`src/rtl/fact_accel_mmio.sv`:
```
// Memory-mapped factorial accelerator: N/GO/STATUS/RESULT registers,
// iterative n! for 4-bit n with an overflow gate at MAX_N.
module fact_accel_mmio #(
    parameter int MAX_N = 12,
    parameter int DW    = 32
) (
    input  logic          clk,
    input  logic          rst,
    input  logic          WE,
    input  logic [1:0]    A,
    input  logic [DW-1:0] WD,
    output logic [DW-1:0] RD
);
    typedef enum logic [1:0] {S_IDLE, S_BUSY, S_DONE} state_t;

    localparam logic [3:0] MAX_N4 = 4'(MAX_N);

    state_t        state_q, state_d;
    logic [3:0]    n_q, n_d;
    logic [3:0]    cnt_q, cnt_d;
    logic [DW-1:0] res_q, res_d;
    logic          done_q, done_d;
    logic          err_q, err_d;
    logic          go, busy;

    assign go   = WE && (A == 2'd1) && WD[0];
    assign busy = (state_q == S_BUSY);

    always_ff @(posedge clk or posedge rst) begin
        if (rst) begin
            state_q <= S_IDLE;
            n_q     <= '0;
            cnt_q   <= '0;
            res_q   <= '0;
            done_q  <= 1'b0;
            err_q   <= 1'b0;
        end else begin
            state_q <= state_d;
            n_q     <= n_d;
            cnt_q   <= cnt_d;
            res_q   <= res_d;
            done_q  <= done_d;
            err_q   <= err_d;
        end
    end

    always_comb begin
        state_d = state_q;
        n_d     = n_q;
        cnt_d   = cnt_q;
        res_d   = res_q;
        done_d  = done_q;
        err_d   = err_q;
        // cnt is a private copy, so N may be rewritten mid-computation
        if (WE && (A == 2'd0)) n_d = WD[3:0];
        case (state_q)
            S_IDLE, S_DONE: begin
                if (go) begin
                    if (n_q > MAX_N4) begin
                        res_d   = '0;
                        err_d   = 1'b1;
                        done_d  = 1'b1;
                        state_d = S_DONE;
                    end else begin
                        cnt_d   = n_q;
                        res_d   = DW'(1);
                        done_d  = 1'b0;
                        err_d   = 1'b0;
                        state_d = S_BUSY;
                    end
                end
            end
            S_BUSY: begin
                if (cnt_q > 4'd1) begin
                    res_d = res_q * DW'(cnt_q);
                    cnt_d = cnt_q - 4'd1;
                end else begin
                    state_d = S_DONE;
                    done_d  = 1'b1;
                end
            end
            default: state_d = S_IDLE;
        endcase
    end

    always_comb begin
        RD = '0;
        case (A)
            2'd0: RD = {{(DW-4){1'b0}}, n_q};
            2'd1: RD = {{(DW-1){1'b0}}, busy};
            2'd2: RD = {{(DW-2){1'b0}}, err_q, done_q};
            2'd3: RD = res_q;
            default: RD = '0;
        endcase
    end
endmodule

```
`config.mk`:
```
export PLATFORM = sky130hd
export DESIGN_NAME = fact_accel_mmio
export DESIGN_NICKNAME = d
export VERILOG_FILES = /design/src/rtl/fact_accel_mmio.sv
export SDC_FILE = /design/constraint.sdc
export NUM_CORES = 1
export LEC_CHECK = 0
export ABC_AREA = 1
export BUFFER_PORTS_ARGS = -buffer_cell sky130_fd_sc_hd__buf_2
export CAP_MARGIN = 20
export CORE_MARGIN = 2
export CORE_UTILIZATION = 56
export CTS_CLUSTER_DIAMETER = 150
export DETAILED_ROUTE_END_ITERATION = 6
export HOLD_SLACK_MARGIN = 0.12
export PLACE_DENSITY = 0.79
export SYNTH_ARGS = -nofsm -noshare
export SYNTH_HDL_FRONTEND = slang
export SYNTH_SLANG_ARGS = --single-unit
```
`constraint.sdc`:
```
create_clock -name clk -period 3.6 [get_ports clk]
set_input_delay 0.18 -clock clk [delete_from_list [all_inputs] [get_ports clk]]
set_output_delay 0.18 -clock clk [all_outputs]
set_load 0.01 [all_outputs]
```
==> results.md <==
* Final HPWL DP at 12500 microns
* Initial Util at 58.1%
* DRT iter0 DRCs at 321
* Status: complete, but fails checks
* Placed Cells incl. Taps at 1270
* Slowest cell on crit path: fa_1
* Finished Cell Area at 7240 sq um
* Main synth FF type: dfrtp_1
* Delay-heaviest family, CP: adder cells
* Fin. max-slew vios at 0
* DR WL/cell at 12.1 microns
* Post-synth EDFFs at 0
* Num CTS Buffers at 5
* Fill cell count at 1126
* Hold slack at 0.130 ns
* Total GRT Usage at 26.2%
* Global Route met1 Usage at 35.1%
* Post-synth ARST share at 100%
* GR Util met2 at 45.9%
* Initial antenna violation count at 0
* Crit-path cells: buf_4, nand2_1, inv_1, fa_1, inv_1, fa_1, inv_1, ha_1, nand2_1, nor2_1, nand2_1, nand3_2, nand2_1, nand2_1, nand2_1, nand2_1, nand2_1, nand3_1, nand2_1
* Clock tree buffer depth at 2
* Routed vias/inst at 4.85
* Global route overflow at 0
* Worst r2r src: cnt_q[3]
* Post-Syn Area at 6690 sq um
* Cell count after synthesis at 1103
* Hold path endpoint: n_q[2]
* Yosys warning count at 0
* Largest net degree at the start of global routing at 45
* Pleak at 4.81 nW
* CP max stage delay at 0.55 ns
* Worst reg2reg endpoint: res_q[19]
* Hold Startpoint: WD[2]
* Antenna fix cells at 0
* Yosys reg bits at 44
* Area of the multi-input gates at 4200 sq um
* Sinks on Clock Net at 44
* Syn_nets at 1231
* Clock skew at 0.00587 ns
* Share of layout cells above drive strength 1 at 7.83%
* Synth Area per Inst at 6.06 sq um
* Sequential area share after synthesis at 16.5%
* Post-layout min period at 3.35 ns
* Vias post-DR at 6208
* Number of global-route vias before repair at 6175
* CP arrival at 3.54 ns
* Drt drc at 2
* Top cell by count, worst path: nand2_1
* Final nets at 1264
* Max_slew headroom at 59.6%
* Die X at 113 microns
* GRT busiest layer: met2
* Final Hold Viols at 0
* Critical path fanouts, max at 16
* Cell Count, Final, Fillers Out at 1280
* Final setup fails at 0
* Die H at 113 microns
* Setup tns final at 0 ns
* Required time of the critical path at 3.79 ns
* Clock slew at reported path FFs at 0.07 ns
* First-pass GRT wire length at 27800 microns
* TritonCTS clock tree: yes
* CP startpoint kind: flip-flop
* Flip-flop and latch area at 1100 sq um
* GR Util met3 at 2.41%
* Worst skew pair latency at 0.30 ns
* Die ar. at 12800 sq um
* Post-detailed-placement cell area at 7030 sq um
* Gpl congestion at 0.938
* Post-CTS Setup Inserts at 0
* Critical Path End Type: flip-flop
* Synth cell types at 38
* Hold depth at 3
* First drt pass iteration count at 7
* Num ports at 69
* Highest clock rate at 0.299 GHz
* Worst hold path class: in -> reg
* CP Class: reg -> reg
* Drt total wl at 15500 microns
* Row cnt at 39
* Worst reg-to-reg setup slack at 0.25 ns
* CTS Root Cell: clkbuf_16
* Failing checks: design-rule violations
* Fin crit share at 93.0%
* Pwr Density at 846 nW/um^2
* Worst Reg-to-Reg Cells at 19
* Core area at 11500 sq um
* RSZ-0062 raised after global routing: no
* Worst VDD drop at 0.000456 V
* # H-tree levels at 2
* Area delta synth->final at 8.33%
* Antenna viol nets, final at 0
* Max Cap Violations at 0
* Buf+Inv Stages, Crit Path at 4
* Power Total at 6.12 mW
* Tightest Pin Transition at 0.605 ns
* Port Buffers at 40
==> how the worst max path moves through the flow <==
stage | slack (ns) | cells after the start | end | startpoint
final | 0.25 | 19 | res_q[19] | cnt_q[3]
after global routing | 0.001 | 17 | res_q[26] | cnt_q[3]
after CTS | 0.22 | 12 | res_q[14] | cnt_q[3]
after detailed placement | 0.23 | 12 | res_q[14] | cnt_q[3]
after global placement | 0.30 | 12 | res_q[14] | cnt_q[3]
after floorplan | 0.23 | 16 | res_q[30] | cnt_q[2]
==> what timing repair did <==
| item | 4_1_cts | 5_1_grt |
|---|---|---|
| hold endpoints to repair | 0 | 16 |
| hold buffers | 0 | 1 |
| endpoints found under the setup margin | 0 | 4 |
| resized for setup | 0 | 2 |
==> cells by family after synthesis <==
kind of cell / share of synthesized area (%)
buf+inv: 20.9
flops: 16.5
simple gates: 31.5
fa+ha+maj: 23.4
compound gates: 7.09
xor+xnor: 0.655
==> worst register-to-register path: cells and delay by family, from the launching register on <==
kind / cells / cell delay (ns)
adders and majority gates: 3 / 1.45
and+or+nand+nor: 12 / 1.06
DFF: 1 / 0.38
buffers and inverters: 4 / 0.36
==> report_power, final <==
part	leakage (nW)	switching, mW	internal [mW]	total, mW
clock network	0.0804	0.224	0.331	0.555
logic	4.18	3.02	1.60	4.61
registers	0.557	0.272	0.684	0.956
total	4.81	3.51	2.61	6.12
==> cell usage in the layout (no fill, tap or decap), types with 5 or more instances in the layout <==
cell type  netlist  layout
nand2_1        364     364
inv_1          333     332
nor2_1          72      71
fa_1            57      57
dfrtp_1         44      44
nand3_1         44      43
buf_2            6      40
ha_1            34      34
a21oi_1         31      31
o21ai_0         29      29
o21ai_1          9       9
inv_2            6       7
nand3_2          5       6
nand4_1          6       6
buf_4            3       6
nand2_2          5       5
nor3_1           5       5
o22ai_1          5       5
clkbuf_16        0       5
==> through the flow <==
| stage | setup WS [ns] | util [%] |
|---|---|---|
| 4_1_cts | 0.221 | 62.6 |
| 6_report | 0.254 | 62.9 |
| 5_1_grt | 0.000967 | 62.9 |
| 3_3_place_gp | 0.300 | 61.1 |
| 3_5_place_dp | 0.234 | 61.1 |
| 2_1_floorplan | 0.227 | - |
==> per-layer routing <==
layer  wire length, microns  vias to the layer above
met1                   7220                     2839
met3                    561                       18
met2                   7550                      119
met4                    201                        0
met5                      0                        -
li1                       -                     3232
==> Yosys cell counts, drive strengths merged (2+ instances only) <==
cell type / n / area, sq um
nand2: 371 / 1420
ha: 34 / 425
nor3: 7 / 45.0
a21oi: 34 / 181
nand3: 49 / 270
and2: 3 / 18.8
xor2: 2 / 17.5
o22ai: 5 / 31.3
inv: 340 / 1280
nand4: 6 / 37.5
xnor2: 3 / 26.3
o21bai: 2 / 15.0
buf: 11 / 67.6
o21ai: 39 / 199
fa: 57 / 1140
clkbuf: 13 / 48.8
nor2: 76 / 305
dfrtp: 44 / 1100
o211ai: 2 / 15.0
==> final cells by class <==
cell class              instances  area share [%]
well taps                     143            2.47
clock buffers                   5            1.73
inverters                     340            17.7
repair buffers                 50            4.35
clock inverters                 3           0.639
multi-input cells             695            57.9
flip-flops and latches         44            15.2
==> state kept, by name (all words and copies together) (netlist names) <==
name,flops
done_q,1
n_q,4
res_q,32
state_q,2
err_q,1
cnt_q,4
No activity file was read; power rests on OpenSTA's default activity.
